## config.mk

```make
export PLATFORM = sky130hd
export DESIGN_NAME = instr_fetch
export DESIGN_NICKNAME = d
export VERILOG_FILES = /design/src/rtl/instr_fetch.sv
export SDC_FILE = /design/constraint.sdc
export NUM_CORES = 1
export LEC_CHECK = 0
export CELL_PAD_IN_SITES_DETAIL_PLACEMENT = 1
export CELL_PAD_IN_SITES_GLOBAL_PLACEMENT = 2
export CORE_MARGIN = 2
export CORE_UTILIZATION = 32
export CTS_CLUSTER_DIAMETER = 40
export DETAILED_ROUTE_END_ITERATION = 8
export PLACE_DENSITY = 0.79
export SYNTH_ARGS = -nofsm -noshare
export SYNTH_HDL_FRONTEND = slang
export SYNTH_SLANG_ARGS = --single-unit
```

## constraint.sdc

```tcl
create_clock -name clk -period 4.6 [get_ports clk]
set_input_delay 0.92 -clock clk [delete_from_list [all_inputs] [get_ports clk]]
set_output_delay 0.92 -clock clk [all_outputs]
set_load 0.005 [all_outputs]
```

## src/rtl/instr_fetch.sv

```systemverilog
// Instruction fetch stage: keeps the fetch PC, issues word requests to
// instruction memory, buffers returned words with their PCs in a small FIFO
// for decode, and discards stale responses after a branch/jump redirect.
module instr_fetch #(
  parameter logic [31:0] RESET_PC = 32'h0000_0000,
  parameter int          DEPTH    = 4
) (
  input  logic        clk,
  input  logic        rst_n,
  output logic        imem_req_valid,
  input  logic        imem_req_ready,
  output logic [31:0] imem_req_addr,
  input  logic        imem_rsp_valid,
  input  logic [31:0] imem_rsp_data,
  input  logic        redirect_valid,
  input  logic [31:0] redirect_pc,
  input  logic        stall,
  output logic        instr_valid,
  output logic [31:0] instruction,
  output logic [31:0] pc_out
);

  localparam int          AW      = $clog2(DEPTH);
  localparam int          CW      = AW + 1;
  localparam logic [CW:0] DEPTH_W = (CW+1)'(DEPTH);
  localparam logic [31:0] NOP     = 32'h0000_0013;

  typedef enum logic [1:0] {IDLE, RUN, DRAIN} state_t;

  state_t        state;
  logic [31:0]   fetch_pc;
  logic [31:0]   fifo_pc  [DEPTH];
  logic [31:0]   fifo_ins [DEPTH];
  logic [AW-1:0] head;
  logic [AW-1:0] tail;
  logic [CW-1:0] count;
  logic [CW-1:0] outstanding;
  logic [CW-1:0] drop_cnt;

  logic [CW:0]   inflight;
  logic          credit_ok;
  logic          hs;
  logic          pop;
  logic          rsp_take;
  logic          push;
  logic [31:0]   push_pc;
  logic [CW-1:0] remaining;

  // Credits cover both buffered words and words still in flight, so an
  // accepted request always has a FIFO slot waiting for its response.
  assign inflight  = {1'b0, outstanding} + {1'b0, count};
  assign credit_ok = inflight < DEPTH_W;

  assign imem_req_valid = (state == RUN) && credit_ok && !redirect_valid;
  assign imem_req_addr  = fetch_pc;

  assign instr_valid = (count != '0);
  assign instruction = instr_valid ? fifo_ins[head] : NOP;
  assign pc_out      = instr_valid ? fifo_pc[head]  : 32'h0;

  assign hs       = imem_req_valid && imem_req_ready;
  assign pop      = instr_valid && !stall;
  assign rsp_take = imem_rsp_valid && (outstanding != '0);
  assign push     = (state == RUN) && rsp_take && !redirect_valid;

  // Requests since the last redirect are consecutive words, so the oldest
  // unanswered one sits outstanding words behind fetch_pc.
  assign push_pc   = fetch_pc - {{(30-CW){1'b0}}, outstanding, 2'b00};
  assign remaining = outstanding - CW'(rsp_take);

  // Buffer storage; contents are only observed through count, so no reset.
  always_ff @(posedge clk) begin
    if (push) begin
      fifo_pc[tail]  <= push_pc;
      fifo_ins[tail] <= imem_rsp_data;
    end
  end

  // Fetch FSM, PC, occupancy and in-flight bookkeeping.
  always_ff @(posedge clk or negedge rst_n) begin
    if (!rst_n) begin
      state       <= IDLE;
      fetch_pc    <= RESET_PC;
      head        <= '0;
      tail        <= '0;
      count       <= '0;
      outstanding <= '0;
      drop_cnt    <= '0;
    end else begin
      case (state)
        IDLE: begin
          state <= RUN;
        end
        default: begin
          if (redirect_valid) begin
            fetch_pc    <= redirect_pc & ~32'h3;
            head        <= '0;
            tail        <= '0;
            count       <= '0;
            outstanding <= remaining;
            drop_cnt    <= remaining;
            state       <= (remaining == '0) ? RUN : DRAIN;
          end else if (state == RUN) begin
            if (hs) begin
              fetch_pc <= fetch_pc + 32'd4;
            end
            outstanding <= outstanding + CW'(hs) - CW'(push);
            count       <= count + CW'(push) - CW'(pop);
            if (push) begin
              tail <= tail + 1'b1;
            end
            if (pop) begin
              head <= head + 1'b1;
            end
          end else begin
            // DRAIN: every response belongs to a request issued before the
            // redirect and is thrown away.
            if (rsp_take) begin
              drop_cnt    <= drop_cnt - 1'b1;
              outstanding <= outstanding - 1'b1;
              if (drop_cnt == CW'(1)) begin
                state <= RUN;
              end
            end
          end
        end
      endcase
    end
  end

endmodule

```

# --- Word-level counts from Yosys, hierarchy flattened ---
# Memories as Yosys holds them, arrays and structs flattened.
# Cells that the tools add are included.
totals:
  register_bits: 47
  input_bits: 70
  mem_bits_rw: 256
  mem_count: 2
op_classes:
  mux: 27
  n_reduce_logical: 28
  eq_ne: 4
  bitwise: 1
  add_sub_neg: 12
  n_lt_le_gt_ge: 1
mem_list:
  columns: ["memory", "depth", "width", "rd", "rd_ports_with_merged_regs", "write_ports", "line_no", "rtl"]
  rows:
  - ["fifo_ins", 4, 32, 1, 0, 1, "33", "logic [31:0] fifo_ins [DEPTH];"]
  - ["fifo_pc", 4, 32, 1, 0, 1, "32", "logic [31:0] fifo_pc [DEPTH];"]
op_table:
  columns: ["operator", "count"]
  rows:
  - ["32-bit 2-to-1 mux", 5]
  - ["32-bit by 3-bit adder with 32-bit output, second input constant", 1]
  - ["32-bit by 5-bit subtractor with 32-bit output", 1]
  - ["2-bit 2-to-1 mux", 12]
  - ["3-bit 2-to-1 mux", 8]
  - ["3-bit AND reduction", 5]
  - ["3-bit nonzero test", 5]
  - ["2-bit nonzero test", 5]
  - ["3-bit by 1-bit subtractor with 3-bit output", 3]
  - ["1-bit logical AND", 7]
  - ["3-bit by 1-bit adder with 3-bit output", 2]
  - ["3-bit by 1-bit subtractor with 3-bit output, second input constant", 2]
  - ["2-bit by 1-bit adder with 2-bit output, second input constant", 2]
  - ["3-bit by 3-bit adder with 4-bit output", 1]
  - ["4-bit by 3-bit < comparator with 1-bit output, second input constant", 1]
  - ["2-bit AND reduction", 2]
  - ["3-bit by 1-bit equality test with 1-bit output, second input constant", 1]
  - ["3-bit logical NOT", 1]
  - ["3-bit by 2-bit != test with 1-bit output, second input constant", 1]
  - ["2-bit by 1-bit equality test with 1-bit output, second input constant", 1]
  - ["1-bit logical NOT", 2]
  - ["2-bit logical NOT", 1]
  - ["1-bit 2-to-1 mux", 2]
  - ["2-bit != test, second input constant", 1]
  - ["1-bit NOT", 1]

# --- Logic depth before layout (Yosys ltp) ---
# Gate-level depths: netlist of the first run.
depth:
  depth_word: 9
  depth_mapped: 16

# --- Worst setup path before layout of the first run ---
# No wires, ideal clock.
synth_timing:
  path_type: "input-to-reg"
  startpoint: "in imem_rsp_valid"
  endpoint: "mem fifo_ins[0][0], enable pin"
  required_time_ns: 4.174
  n_path_buf: 1
  path_stages: 4
  setup_ns: 0.426
  path_slack_ns: 0.987
  arrival_ns: 3.187
  cell_sequence: "nor2b_1 -> clkbuf_1 -> nor3b_1 -> and2_1"
synth_via:
  elab_chain_len: 5
synth_lines:
  columns: ["item", "line_no", "rtl"]
  rows:
  - ["start: declaration", "13", "input logic imem_rsp_valid,"]
  - ["1-bit logical AND", "63", "assign rsp_take = imem_rsp_valid && (outstanding != '0);"]
  - ["1-bit logical AND (2 in series)", "64", "assign push = (state == RUN) && rsp_take && !redirect_valid;"]
  - ["1-bit 2-to-1 mux", "73", "if (push) begin"]
  - ["1-bit 2-to-1 mux (not written as such)", "75", "fifo_ins[tail] <= imem_rsp_data;"]
  - ["end: declaration", "33", null]
# Every way passes these cells.

# --- Worst setup path in the final report of the first run ---
layout_timing:
  startpoint: "reg count[1]"
  endpoint: "out instruction[28]"
layout_via:
  elab_chain_len: 2
layout_lines:
  columns: ["item", "line_no", "rtl"]
  rows:
  - ["start: declaration", "36", "logic [CW-1:0] count;"]
  - ["start signal: assignment", "108", "count <= count + CW'(push) - CW'(pop);"]
  - ["3-bit nonzero test", "57", "assign instr_valid = (count != '0);"]
  - ["32-bit 2-to-1 mux", "58", "assign instruction = instr_valid ? fifo_ins[head] : NOP;"]
  - ["end: declaration", "19", "output logic [31:0] instruction,"]
# Every way passes these cells.

==> out/summary.txt, run 1 <==
status = complete, no violations
worst hold path class = in2async
Final ANT Viol Nets = 0
Via density = 5.02
Static Leak = 5.61 nW
Warnings, synthesis = 0
detailed placement HPWL = 22.4 mm
Post-CTS Setup Bufs = 0
setup violators final = 0
Max stage delay cell, worst path = nor3_2
clock slew at reported path FFs = 60 ps
post-route clock period utilization = 86.8%
GRT busiest layer = met2
clk_lat worst skew = 570 ps
largest net degree at the start of global routing = 56
most frequent cells after synthesis = edfxtp_1, nor2b_1, mux4_2
gpl congestion = 0.774
Sink Count = 293
fillcell total = 4,123
die area = 42,500 um^2
Setup CP Type = reg2out
Arrival @ worst endpoint = 3070 ps
Slew @ Worst Pin = 1280 ps
Avg Inst Size Synth = 15.1 um^2
Seq/Total Area, Yosys = 65.5%
cts bufs inserted = 47
gr usage total = 16.0%
wirelength, routed = 33.1 mm
post-layout min period = 3990 ps
Layout area overhead = 29.8%
internal power = 0.00722 W
clock share of power = 32.8%
io pins = 168
first drt pass iteration count = 4
relative slew slack = 14.2%
row cnt = 74
RSZ-0062 raised after global routing = no
top-area cell type share of the netlist area = 56.9%
H-tree Lvls = 2
Hold Vio Cnt, Final = 0
Max Clk Rate = 0.250 GHz
Register Area = 8580 um^2
Fin Setup TNS = 0 ps
largest cells by area after synthesis = edfxtp_1, mux4_2, dfrtp_1
grt ovf = 0
EDFF count, synth = 248
Logic pwr share = 30.5%
CTS Root Cell = clkbuf_16
max-cap viol count = 0
die extent in x = 206 um
Die H = 206 um
CP endpoint kind = primary output
Initial Util = 32.3%
worst path bufs/invs = 2
met2 usage = 25.9%
synth unique cells = 64
Yosys reg bits = 293
initial DRC count = 300
M1 GR Usage = 21.1%
Slew Viols, Final = 0
nets = 1,135
Post-synth top flop = edfxtp_1
clock tree from TritonCTS = yes
initial antenna violation count = 0
area of the multi-input gates = 4180 um^2
Core Area = 40,600 um^2
post-place setup slack = 791 ps
cell family with the largest share of critical-path delay = simple AND/OR/NAND/NOR gates
crit path launch type = register
power per standard cell area = 632 nW/um^2
first-pass GRT wire length = 51.1 mm
critical path fanouts, max = 15
top cell type by total area after synthesis = edfxtp_1
switch share = 32.8%
P_sw = 0.00352 W
# port buffers = 161
CP peak stage delay = 1050 ps
residual DRC count = 0
vias in the first global route = 8,643
share of cells above drive strength 1 = 17.9%
Clock Tree Buf Depth = 3
Post-Syn Area = 13,100 um^2
crit path cell chain = nor3_2 > buf_4 > nor2b_1 > clkdlybuf4s50_1
hold_buf cts = 0
WP data required = 3680 ps
met3 Use GR = 4.34%
diode count = 0
most instantiated library cell after synthesis = edfxtp_1
Routed WL per cell = 20.5 um
via count = 8,103
post-CTS sizing = 0
Seq pwr share = 36.7%
skew final = 11.5 ps
Post-synth ARST share = 15.4%
worst setup margin = 605 ps
Post-Syn Instances = 864
Max VDD drop = 0.000311 V
==> power by group through the flow <==
stage                     registers, W  logic [W]  clock network (W)
after floorplan                0.00369    0.00185                  0
after global placement         0.00398    0.00326                  0
after detailed placement       0.00400    0.00335                  0
after CTS                      0.00395    0.00336            0.00362
after global routing           0.00401    0.00364            0.00372
final                          0.00394    0.00327            0.00352
==> cell families after synthesis <==
group                    after synthesis  share of synthesized area [%]
AO/OA/AOI/OAI                        142                           6.78
XOR/XNOR                              28                           1.87
adder cells (fa/ha/maj)               23                           2.37
buffers and inverters                 85                           2.73
flip-flops                           293                           65.5
multiplexers                          65                           10.9
other                                  1                         0.0287
AND/OR/NAND/NOR                      227                           9.79
==> worst paths after layout <==
check | cells after the start | slack (ps) | from | to
worst min register to register | 2 | 570 | tail[0] | tail[0]
min in group clk | 2 | 570 | tail[0] | tail[0]
worst min-delay path | 1 | 360 | rst_n | imem_req_addr[23]
worst max register to register | 14 | 1260 | outstanding[1] | outstanding[2]
worst max-delay path | 4 | 610 | count[1] | instruction[28]
max in group asynchronous | 2 | 3430 | rst_n | head[0]
==> area by class of cell <==
class / count / share of cell area (%)
multi-input cells: 489 / 24.6
well taps: 532 / 3.92
inverters: 24 / 0.530
repair buffers: 187 / 11.0
clock buffers: 53 / 7.06
flip-flops and latches: 293 / 50.5
clock inverters: 35 / 2.37
==> through the flow <==
stage          instance area (um^2)  hold WS [ps]  cells  total power, W  util [%]
6_report                      17000           355   1613          0.0107      41.9
5_1_grt                       17000           358   1613          0.0114      41.9
4_1_cts                       17000           336   1613          0.0109      41.9
3_5_place_dp                  15400           549   1525         0.00734      37.9
3_3_place_gp                  15400           537   1525         0.00724      37.9
2_1_floorplan                 13100           503    867         0.00554         -
==> worst register-to-register path, cell delays in order, from the launching register on <==
cell and delay (ps):
dfrtp_1 430, inv_1 170, ha_1 220, ha_1 180, nor2b_1 140, nor3b_1 600
ha_1 240, inv_1 40, ha_1 180, fa_1 380, xnor2_1 220, a21oi_1 100
a21oi_1 140, a21oi_1 90, o22ai_1 140
==> layer usage <==
metal,wire (um),vias to the layer above
met5,0,-
met4,556,0
met3,2040,42
met2,15700,198
met1,14800,4149
li1,-,3714
==> state kept, by name, indices dropped and copies added (netlist names) <==
name,count
fifo_ins,128
count,3
head,2
fifo_pc,120
imem_req_addr,30
state,2
drop_cnt,3
outstanding,3
tail,2
==> cell usage in the layout, fill, tap and decap left out, types with 15 or more instances in the layout <==
master / synthesis / routed
a21oi_1: 47 / 47
buf_4: 4 / 20
clkbuf_16: 0 / 47
clkdlybuf4s50_1: 0 / 159
dfrtp_1: 45 / 43
edfxtp_1: 248 / 248
ha_1: 20 / 20
inv_1: 23 / 23
mux4_2: 62 / 62
nand2_1: 40 / 40
nand3_1: 17 / 17
nor2_1: 29 / 28
nor2b_1: 63 / 63
nor3_1: 16 / 15
o21ai_0: 35 / 35
xnor2_1: 15 / 15
Note: power is estimated with default switching activity, not from simulation.
==> run 2, diff against run 1 <==
--- a/config.mk
+++ b/config.mk
@@ -7,7 +7,7 @@
 export LEC_CHECK = 0
 export CELL_PAD_IN_SITES_DETAIL_PLACEMENT = 1
 export CELL_PAD_IN_SITES_GLOBAL_PLACEMENT = 2
-export CORE_MARGIN = 2
+export CORE_MARGIN = 1
 export CORE_UTILIZATION = 32
 export CTS_CLUSTER_DIAMETER = 40
 export DETAILED_ROUTE_END_ITERATION = 8
==> constraint.sdc (replaced) <==
create_clock -name clk -period 4.2 [get_ports clk]
set_input_delay 0.84 -clock clk [delete_from_list [all_inputs] [get_ports clk]]
set_output_delay 0.84 -clock clk [all_outputs]
set_load 0.005 [all_outputs]
==> run 2 against run 1 <==
Against the previous run: non-clock buffer count down 3; wire length down 2.7%; largest power group unchanged; first-iteration DRC count up 36%; largest cell class unchanged; combinational power up 8.6%; sequential share of layout area up 0.49 points.
==> out/summary.txt, run 2 (synthesis results as in run 1) <==
worst hold path class = in2async
share of cells above drive strength 1 = 17.6% (-0.23 points)
CP endpoint kind = primary output
largest net degree at the start of global routing = 67 (+20%)
Via density = 5.01 (-0.31%)
post-CTS sizing = 0 (unchanged)
top sig layer = met4
wirelength, routed = 32.2 mm (-2.7%)
Hold Vio Cnt, Final = 0 (unchanged)
Initial Util = 32.7% (+0.44 points)
Largest register FFs = 128 (unchanged)
max-cap viol count = 0 (unchanged)
critical path fanouts, max = 16 (+1)
RR Startpoint = outstanding[1]
residual DRC count = 0 (unchanged)
grt ovf = 0 (unchanged)
detailed placement HPWL = 21.0 mm (-6.4%)
die area = 41,700 um^2 (-1.9%)
Clock Tree Buf Depth = 3 (unchanged)
Fin Setup TNS = 0 ps (unchanged)
Arrival @ worst endpoint = 2800 ps (-270 ps)
row cnt = 73 (-1.4%)
via count = 7,973 (-1.6%)
Cell Area, Placed = 15,400 um^2 (-0.12%)
gr usage total = 15.8% (-0.12 points)
first-pass GRT wire length = 50.1 mm (-2.0%)
most common cell after layout, fill and taps aside = edfxtp_1
Max VDD drop = 0.000421 V (+36%)
Core Area = 40,000 um^2 (-1.4%)
Die H = 204 um (-0.97%)
Layout area overhead = 28.6%
gpl congestion = 0.766 (-1.0%)
most frequent cells in the layout = edfxtp_1, clkdlybuf4s50_1, nor2b_1
relative slew slack = 47.5% (+33 points)
Sink Count = 293 (unchanged)
Max Clk Rate = 0.275 GHz
initial DRC count = 407 (+36%)
vias in the first global route = 8,575 (-0.79%)
Final ANT Viol Nets = 0 (unchanged)
Post-CTS Setup Bufs = 0 (unchanged)
post-route clock period utilization = 86.6%
Slew @ Worst Pin = 780 ps (-500 ps)
nets = 1,128 (-0.62%)
metal3 WL = 2.01 mm (-1.1%)
Setup CP Type = reg2out
RSZ-0062 raised after global routing = no
setup violators final = 0 (unchanged)
cts bufs inserted = 43 (-8.5%)
# port buffers = 161 (unchanged)
io pins = 168 (unchanged)
Worst Setup SP = head[0]
H-tree Lvls = 2 (unchanged)
diode count = 0 (unchanged)
most flop-heavy register = fifo_ins
Static Leak = 5.55 nW (-1.1%)
die extent in x = 204 um (-0.97%)
clock slew at reported path FFs = 50 ps (about the same)
power per standard cell area = 678 nW/um^2 (+7.3%)
Routed WL per cell = 20.2 um (-1.4%)
initial antenna violation count = 0 (unchanged)
post-layout min period = 3640 ps
fillcell total = 4,071 (-1.3%)
Post-Route M1 WL = 14.3 mm (-3.4%)
clock tree from TritonCTS = yes
post-route cell area = 16,800 um^2 (-0.96%)
Slew Viols, Final = 0 (unchanged)
CTS Root Cell = clkbuf_16
crit path launch type = register
skew final = 9.75 ps (-1.80 ps)
hold_buf cts = 0 (unchanged)
first drt pass iteration count = 4 (unchanged)
Tot Pwr = 0.0114 W (+6.3%)
WP data required = 3360 ps (-320 ps)
status = complete, no violations
met2 routed WL = 15.4 mm (-2.0%)
clk_lat worst skew = 540 ps (-30 ps)
## run 2: changes by cell type in the layout (fill, tap and decap cells not counted), sizes merged
| cell | delta |
|---|---|
| bufinv | -1 |
| clkinvlp | -2 |
| inv | -1 |
| buf | -3 |
| clkbuf | -7 |
## run 2: final cells by class
cell class | instances | area (um^2) | share of cell area (%)
flip-flops and latches | 293 | 8580 | 51.0
multi-input cells | 489 | 4180 | 24.8
repair buffers | 184 | 1860 | 11.1
clock buffers | 46 | 1130 | 6.72
well taps | 525 | 657 | 3.90
clock inverters | 31 | 328 | 1.95
inverters | 24 | 90.1 | 0.536
## run 2: final timing paths
path	end	slack, ps	cells past startpoint
min in group clk	tail[0]	550	2
setup / recovery	instruction[0]	560	4
max in group asynchronous	head[0]	3070	2
setup reg to reg	count[2]	1120	16
hold / removal	imem_req_addr[21]	360	1
hold reg to reg	tail[0]	550	2
## run 2: per-layer routing
metal / up-vias / track usage, %
met4: 0 / 4.24
met5: - / 0
met3: 41 / 3.87
li1: 3688 / -
met1: 4024 / 21.3
met2: 220 / 25.5
## run 2: worst max-delay path, stage by stage (launching register included)
cell and delay (ps):
dfrtp_4 640, buf_4 330, mux4_2 540, or2_2 290, clkdlybuf4s50_1 440
## run 2: per-stage QoR
step	setup WS [ps]	std cells	hold WS (ps)	utilization [%]
final	565	1592	363	42.0
after global routing	391	1592	411	42.0
after CTS	477	1592	376	42.0
after detailed placement	762	1515	553	38.4
after global placement	768	1515	529	38.4
after floorplan	641	867	503	-
## run 2: report_power, final
group | internal, W | switching, W | total (W)
combinational | 0.00176 | 0.00179 | 0.00355
clock | 0.00219 | 0.00139 | 0.00358
sequential | 0.00375 | 0.000531 | 0.00428
total | 0.00770 | 0.00371 | 0.0114
